File: src/rtl/div_ctrl.sv
// div_ctrl: iterative radix-2 restoring divider controller for the EX stage (DIV / DIVU).
// One quotient bit is produced per cycle; the pipeline is stalled while the divide is busy.
//
// Ports:
//   clk              - clock, all state updates on the rising edge
//   rst              - asynchronous active-high reset
//   start_i          - divide request, held high by EX until ready_o is seen
//   signed_div_i     - 1 = DIV (signed), 0 = DIVU
//   annul_i          - cancel the in-flight divide (pipeline flush)
//   opdata1_i        - dividend, sampled only on accept
//   opdata2_i        - divisor, sampled only on accept
//   result_o         - {remainder, quotient} = {hi, lo}
//   ready_o          - result valid
//   stallreq_for_div - stall request towards the pipeline control
module div_ctrl #(
  parameter int unsigned WIDTH = 32
) (
  input  logic               clk,
  input  logic               rst,
  input  logic               start_i,
  input  logic               signed_div_i,
  input  logic               annul_i,
  input  logic [WIDTH-1:0]   opdata1_i,
  input  logic [WIDTH-1:0]   opdata2_i,
  output logic [2*WIDTH-1:0] result_o,
  output logic               ready_o,
  output logic               stallreq_for_div
);

  localparam int unsigned CntW = (WIDTH > 1) ? $clog2(WIDTH) : 1;

  typedef enum logic [1:0] {StIdle, StDivZero, StOn, StEnd} state_e;

  state_e             r_state;
  state_e             w_state_next;
  logic [CntW-1:0]    r_cnt;
  logic [WIDTH-1:0]   r_rem;
  logic [WIDTH-1:0]   r_quo;
  logic [WIDTH-1:0]   r_divisor;
  logic               r_neg_quo;
  logic               r_neg_rem;
  logic [2*WIDTH-1:0] r_result;
  logic               r_ready;

  logic               w_accept;
  logic               w_last;
  logic [WIDTH-1:0]   w_op1_abs;
  logic [WIDTH-1:0]   w_op2_abs;
  logic [WIDTH:0]     w_upper;
  logic [WIDTH:0]     w_diff;
  logic               w_fits;
  logic [WIDTH-1:0]   w_rem_next;
  logic [WIDTH-1:0]   w_quo_next;
  logic [WIDTH-1:0]   w_rem_fix;
  logic [WIDTH-1:0]   w_quo_fix;

  assign w_accept = (r_state == StIdle) && start_i && !annul_i;
  assign w_last   = (r_state == StOn) && (r_cnt == CntW'(WIDTH - 1));

  // Magnitudes are only taken for signed divides; -MIN wraps to MIN, which is
  // still the correct unsigned magnitude.
  assign w_op1_abs = (signed_div_i && opdata1_i[WIDTH-1]) ? -opdata1_i : opdata1_i;
  assign w_op2_abs = (signed_div_i && opdata2_i[WIDTH-1]) ? -opdata2_i : opdata2_i;

  // Shift {rem, quo} left by one and trial-subtract from the top WIDTH+1 bits.
  // rem < divisor always holds, so bit WIDTH of the difference is a valid borrow.
  assign w_upper    = {r_rem, r_quo[WIDTH-1]};
  assign w_diff     = w_upper - {1'b0, r_divisor};
  assign w_fits     = !w_diff[WIDTH];
  assign w_rem_next = w_fits ? w_diff[WIDTH-1:0] : w_upper[WIDTH-1:0];
  assign w_quo_next = {r_quo[WIDTH-2:0], w_fits};

  // Sign fix-up: quotient negative iff operand signs differ, remainder follows dividend.
  assign w_quo_fix = r_neg_quo ? -w_quo_next : w_quo_next;
  assign w_rem_fix = r_neg_rem ? -w_rem_next : w_rem_next;

  // State register
  always_ff @(posedge clk or posedge rst) begin
    if (rst) begin
      r_state <= StIdle;
    end else begin
      r_state <= w_state_next;
    end
  end

  // Next-state logic
  always_comb begin
    w_state_next = r_state;
    unique case (r_state)
      StIdle: begin
        if (w_accept) begin
          w_state_next = (opdata2_i == '0) ? StDivZero : StOn;
        end
      end
      StDivZero: w_state_next = StEnd;
      StOn: begin
        if (annul_i) begin
          w_state_next = StIdle;
        end else if (w_last) begin
          w_state_next = StEnd;
        end
      end
      StEnd: begin
        if (annul_i || !start_i) begin
          w_state_next = StIdle;
        end
      end
      default: w_state_next = StIdle;
    endcase
  end

  // Outputs
  always_comb begin
    stallreq_for_div = w_accept || (r_state == StDivZero) || (r_state == StOn);
  end

  assign result_o = r_result;
  assign ready_o  = r_ready;

  // Datapath
  always_ff @(posedge clk or posedge rst) begin
    if (rst) begin
      r_cnt     <= '0;
      r_rem     <= '0;
      r_quo     <= '0;
      r_divisor <= '0;
      r_neg_quo <= 1'b0;
      r_neg_rem <= 1'b0;
      r_result  <= '0;
      r_ready   <= 1'b0;
    end else begin
      unique case (r_state)
        StIdle: begin
          if (w_accept && (opdata2_i != '0)) begin
            r_cnt     <= '0;
            r_rem     <= '0;
            r_quo     <= w_op1_abs;
            r_divisor <= w_op2_abs;
            r_neg_quo <= signed_div_i && (opdata1_i[WIDTH-1] ^ opdata2_i[WIDTH-1]);
            r_neg_rem <= signed_div_i && opdata1_i[WIDTH-1];
          end
        end
        StDivZero: begin
          r_result <= '0;
          r_ready  <= 1'b1;
        end
        StOn: begin
          // On annul the partial data is simply left behind; the next accept reloads it.
          if (!annul_i) begin
            r_rem <= w_rem_next;
            r_quo <= w_quo_next;
            r_cnt <= r_cnt + 1'b1;
            if (w_last) begin
              r_result <= {w_rem_fix, w_quo_fix};
              r_ready  <= 1'b1;
            end
          end
        end
        StEnd: begin
          if (annul_i || !start_i) begin
            r_result <= '0;
            r_ready  <= 1'b0;
          end
        end
        default: ;
      endcase
    end
  end

endmodule

File: config.mk
export PLATFORM = sky130hd
export DESIGN_NAME = div_ctrl
export DESIGN_NICKNAME = d
export VERILOG_FILES = /design/src/rtl/div_ctrl.sv
export SDC_FILE = /design/constraint.sdc
export NUM_CORES = 1
export LEC_CHECK = 0
export CAP_MARGIN = 30
export CELL_PAD_IN_SITES_DETAIL_PLACEMENT = 1
export CELL_PAD_IN_SITES_GLOBAL_PLACEMENT = 2
export CORE_MARGIN = 4
export CORE_UTILIZATION = 31
export DETAILED_ROUTE_END_ITERATION = 6
export PLACE_DENSITY = 0.76
export SYNTH_ARGS = -nofsm -noshare
export SYNTH_HDL_FRONTEND = slang
export SYNTH_SLANG_ARGS = --single-unit
File: constraint.sdc
create_clock -name clk -period 6.24 [get_ports clk]
set_clock_uncertainty 0.2 [all_clocks]
set_input_delay 1.248 -clock clk [delete_from_list [all_inputs] [get_ports clk]]
set_output_delay 1.248 -clock clk [all_outputs]
set_load 0.01 [all_outputs]
==> impl_metrics.toml <==
[global_routing]
grt.overflow.total = 0
grt_antenna_before_repair = 0
gr-usage-met2 = 0.261
grt.met3_usage = 0.0359
grtUsageMet1 = 0.328
vias_in_the_first_global_route = 11196
first_pass_grt_wire_length_um = 65500
grt_usage = 0.197
grt.busiest_layer = "met1"
grt_start_max_net_pins = 102

[final_layout]
final_layout_size_suffix_gt1_frac = 0.0520
final_cell_mix = "228 x sky130_fd_sc_hd__nand2_1, 219 x sky130_fd_sc_hd__o21ai_0, 170 x sky130_fd_sc_hd__dfrtp_1"
fillers = 4615
antenna_cells_inserted = 0
layout-area-overhead-vs-synth_pct = 20.1
nNetsFinal = 1691
final_common_cell = "sky130_fd_sc_hd__nand2_1"

[floorplanning]
fp.dieW_um = 205
number_of_cell_rows = 71
pin_count = 135
fp.coreArea_mm2 = 0.0380
chipHeight_um = 205
starting_density_of_the_core = 0.317
die_area_mm2 = 0.0421

[route]
post_drt_via_cell_ratio = 5.37
route.vias.total = 11311
detail_route.first_pass.iterations = 5
drc_errors = 0
drt_wl_total_um = 41500
ant_nets = 0
drt_iter0_markers = 861
routed_wire_length_per_instance_um = 19.7

[cts]
tritoncts.num_buffers = 17
cts_htree_levels = 4
cts.sink_count = 170
cts-root-buf = "sky130_fd_sc_hd__clkbuf_16"
postCtsSetupBuffers = 0
cts_resized = 0
max-clock-path-buffers = 2
ctsHoldBuffers = 0
clkSlewWorstSetupHoldPaths_ps = 80
skew_pair_late_insertion_delay_ps = 450
cts_tree = "yes"

[worst_setup_path]
critical_path.endpoint_type = "register"
cp.arrival_ps = 5480
setup.worst_path.start = "r_rem[18]$_DFFE_PP0P_"
data_required_critical_path_ps = 6330
startpoint_type = "register"
critical_path_class = "register to register"
ff2ff_path_depth = 20
crit-reg2reg-capture = "result_o[54]$_DFFE_PP0P_"
crit-reg2reg-launch = "r_rem[18]$_DFFE_PP0P_"
critPathMaxFanout = 11
reg2reg_setup_slack_ps = 860
critical_path.endpoint = "result_o[54]$_DFFE_PP0P_"

[power]
highest_ir_drop_seen_on_vdd_mv = 0.205
reported_leakage_power_nw = 5.83
fin_total_pwr_mw = 7.67
power_density_mw_per_mm2 = 530

[sta]
report.final.slew_viol_count = 0
final_hold_viol_count = 0
worstMarginPinSlew_ps = 976
fmaxAchievable_ghz = 0.186
grt_setup_unrepaired = "no"
finalSetupViolCount = 0
period_needed_ps = 5380
fin_tns_setup_ps = 0
timing.max_slew.rel_slack = 0.349
post-route-period-util = 0.863
postLayoutSetupSlackWorst_ps = 857

[synthesis]
post_synth_edffs = 0
postSynth.topFlopCell = "sky130_fd_sc_hd__dfrtp_1"
ys_warns = 0
synth_seq_area_share = 0.353
synth_async_sr_flop_share = 1.00
yosys_register_bits = 170
syn-mean-instance-area_um2 = 8.08
synth_cells = 1490
synth.lib_cells_used.distinct = 81
syn_area_mm2 = 0.0120
syn_nets = 1598

[hold_path]
hp-class = "register to register"

[status]
status = "completed"

[job]
drv.max_cap_violation_count = 0

[place]
placement.io_buffers = 134
dp_hpwl_um = 31900
finalWeightedCongestion = 0.870
detailedPlace.worstSlack_ps = 638
-- per-stage QoR --
stage	instances	area [um^2]	hold WS (ps)	utilization
global route	2106	14500	309	0.381
detailed placement	2075	13900	272	0.366
finish	2106	14500	280	0.381
global placement	2072	13900	261	0.364
CTS	2106	14500	288	0.381
floorplan	1490	12000	250	-
-- where the power goes --
part	internal [mW]	leakage, nW	switching (mW)
Sequential	1.40	2.26	0.432
Clock	0.590	0.257	0.500
Combinational	1.70	3.32	3.06
Total	3.68	5.83	3.99
-- Yosys cell counts, types with 17 or more instances --
| cell type | instances | area [um^2] |
|---|---|---|
| sky130_fd_sc_hd__a21oi_1 | 98 | 490 |
| sky130_fd_sc_hd__buf_2 | 17 | 85.1 |
| sky130_fd_sc_hd__clkbuf_1 | 57 | 214 |
| sky130_fd_sc_hd__dfrtp_1 | 170 | 4250 |
| sky130_fd_sc_hd__ha_1 | 38 | 475 |
| sky130_fd_sc_hd__inv_1 | 52 | 195 |
| sky130_fd_sc_hd__mux2i_1 | 30 | 300 |
| sky130_fd_sc_hd__nand2_1 | 228 | 856 |
| sky130_fd_sc_hd__nand3_1 | 44 | 220 |
| sky130_fd_sc_hd__nor2_1 | 89 | 334 |
| sky130_fd_sc_hd__nor3_1 | 30 | 150 |
| sky130_fd_sc_hd__o21ai_0 | 219 | 1100 |
| sky130_fd_sc_hd__o31ai_1 | 32 | 240 |
| sky130_fd_sc_hd__or3_1 | 23 | 144 |
| sky130_fd_sc_hd__xnor2_1 | 66 | 578 |
| sky130_fd_sc_hd__xor2_1 | 76 | 666 |
-- worst max-delay path: stages (launching register included) --
cell and delay (ps):
sky130_fd_sc_hd__dfrtp_1 460, sky130_fd_sc_hd__ha_1 500, sky130_fd_sc_hd__nand2_1 180, sky130_fd_sc_hd__o21ai_0 240
sky130_fd_sc_hd__a311oi_1 140, sky130_fd_sc_hd__buf_4 180, sky130_fd_sc_hd__o311a_1 350, sky130_fd_sc_hd__o211ai_1 220
sky130_fd_sc_hd__nand2_4 120, sky130_fd_sc_hd__inv_2 100, sky130_fd_sc_hd__mux2i_1 300, sky130_fd_sc_hd__ha_1 280
sky130_fd_sc_hd__nand2_1 90, sky130_fd_sc_hd__or3_1 330, sky130_fd_sc_hd__nor4_1 270, sky130_fd_sc_hd__buf_4 190
sky130_fd_sc_hd__nor4b_1 310, sky130_fd_sc_hd__o2111ai_1 230, sky130_fd_sc_hd__o21ai_0 280, sky130_fd_sc_hd__xnor2_1 150
sky130_fd_sc_hd__o21ai_0 100
-- sequential cells by signal (all words and copies together) (netlist names) --
signal	cells
result_o	64
r_divisor	32
r_quo	32
r_rem	32
r_cnt	5
r_state	2
r_neg_quo	1
r_neg_rem	1
ready_o	1
-- layer usage --
layer | routed length (um) | up-vias | share of wire
li1 | - | 5486 | -
met1 | 22700 | 5522 | 0.55
met2 | 16100 | 277 | 0.39
met3 | 2230 | 26 | 0.054
met4 | 461 | 0 | 0.011
met5 | 0 | - | 0
-- final cells by class --
cell class                      instances  area, um^2  share of cell area
Sequential cell                       170        4250               0.294
Tap cell                              511         639              0.0442
Clock buffer                           18         429              0.0297
Inverter                               53         204              0.0141
Multi-Input combinational cell       1189        7290               0.504
Timing Repair Buffer                  152        1510               0.104
Clock inverter                         13         144             0.00994
-- cells by family (layout without fill, tap and decap cells) --
kind of cell    after synthesis  in the layout  synth area share
fa+ha+maj                    39             39            0.0411
xor+xnor                    142            142             0.103
mux                          34             34            0.0296
buf+inv                     131            236            0.0435
flops                       170            170             0.353
compound gates              453            453             0.223
simple gates                521            521             0.206
-- worst min path at each step --
stage / start / end / slack, ps / cells after the start
floorplan: r_divisor[27]$_DFFE_PP0P_ / r_divisor[27]$_DFFE_PP0P_ / 250 / 2
global placement: result_o[48]$_DFFE_PP0P_ / result_o[48]$_DFFE_PP0P_ / 260 / 2
detailed placement: result_o[48]$_DFFE_PP0P_ / result_o[48]$_DFFE_PP0P_ / 270 / 2
CTS: result_o[59]$_DFFE_PP0P_ / result_o[59]$_DFFE_PP0P_ / 290 / 2
global route: result_o[19]$_DFFE_PP0P_ / result_o[19]$_DFFE_PP0P_ / 310 / 2
finish: result_o[59]$_DFFE_PP0P_ / result_o[59]$_DFFE_PP0P_ / 280 / 2
(Power assumes the default switching activity.)
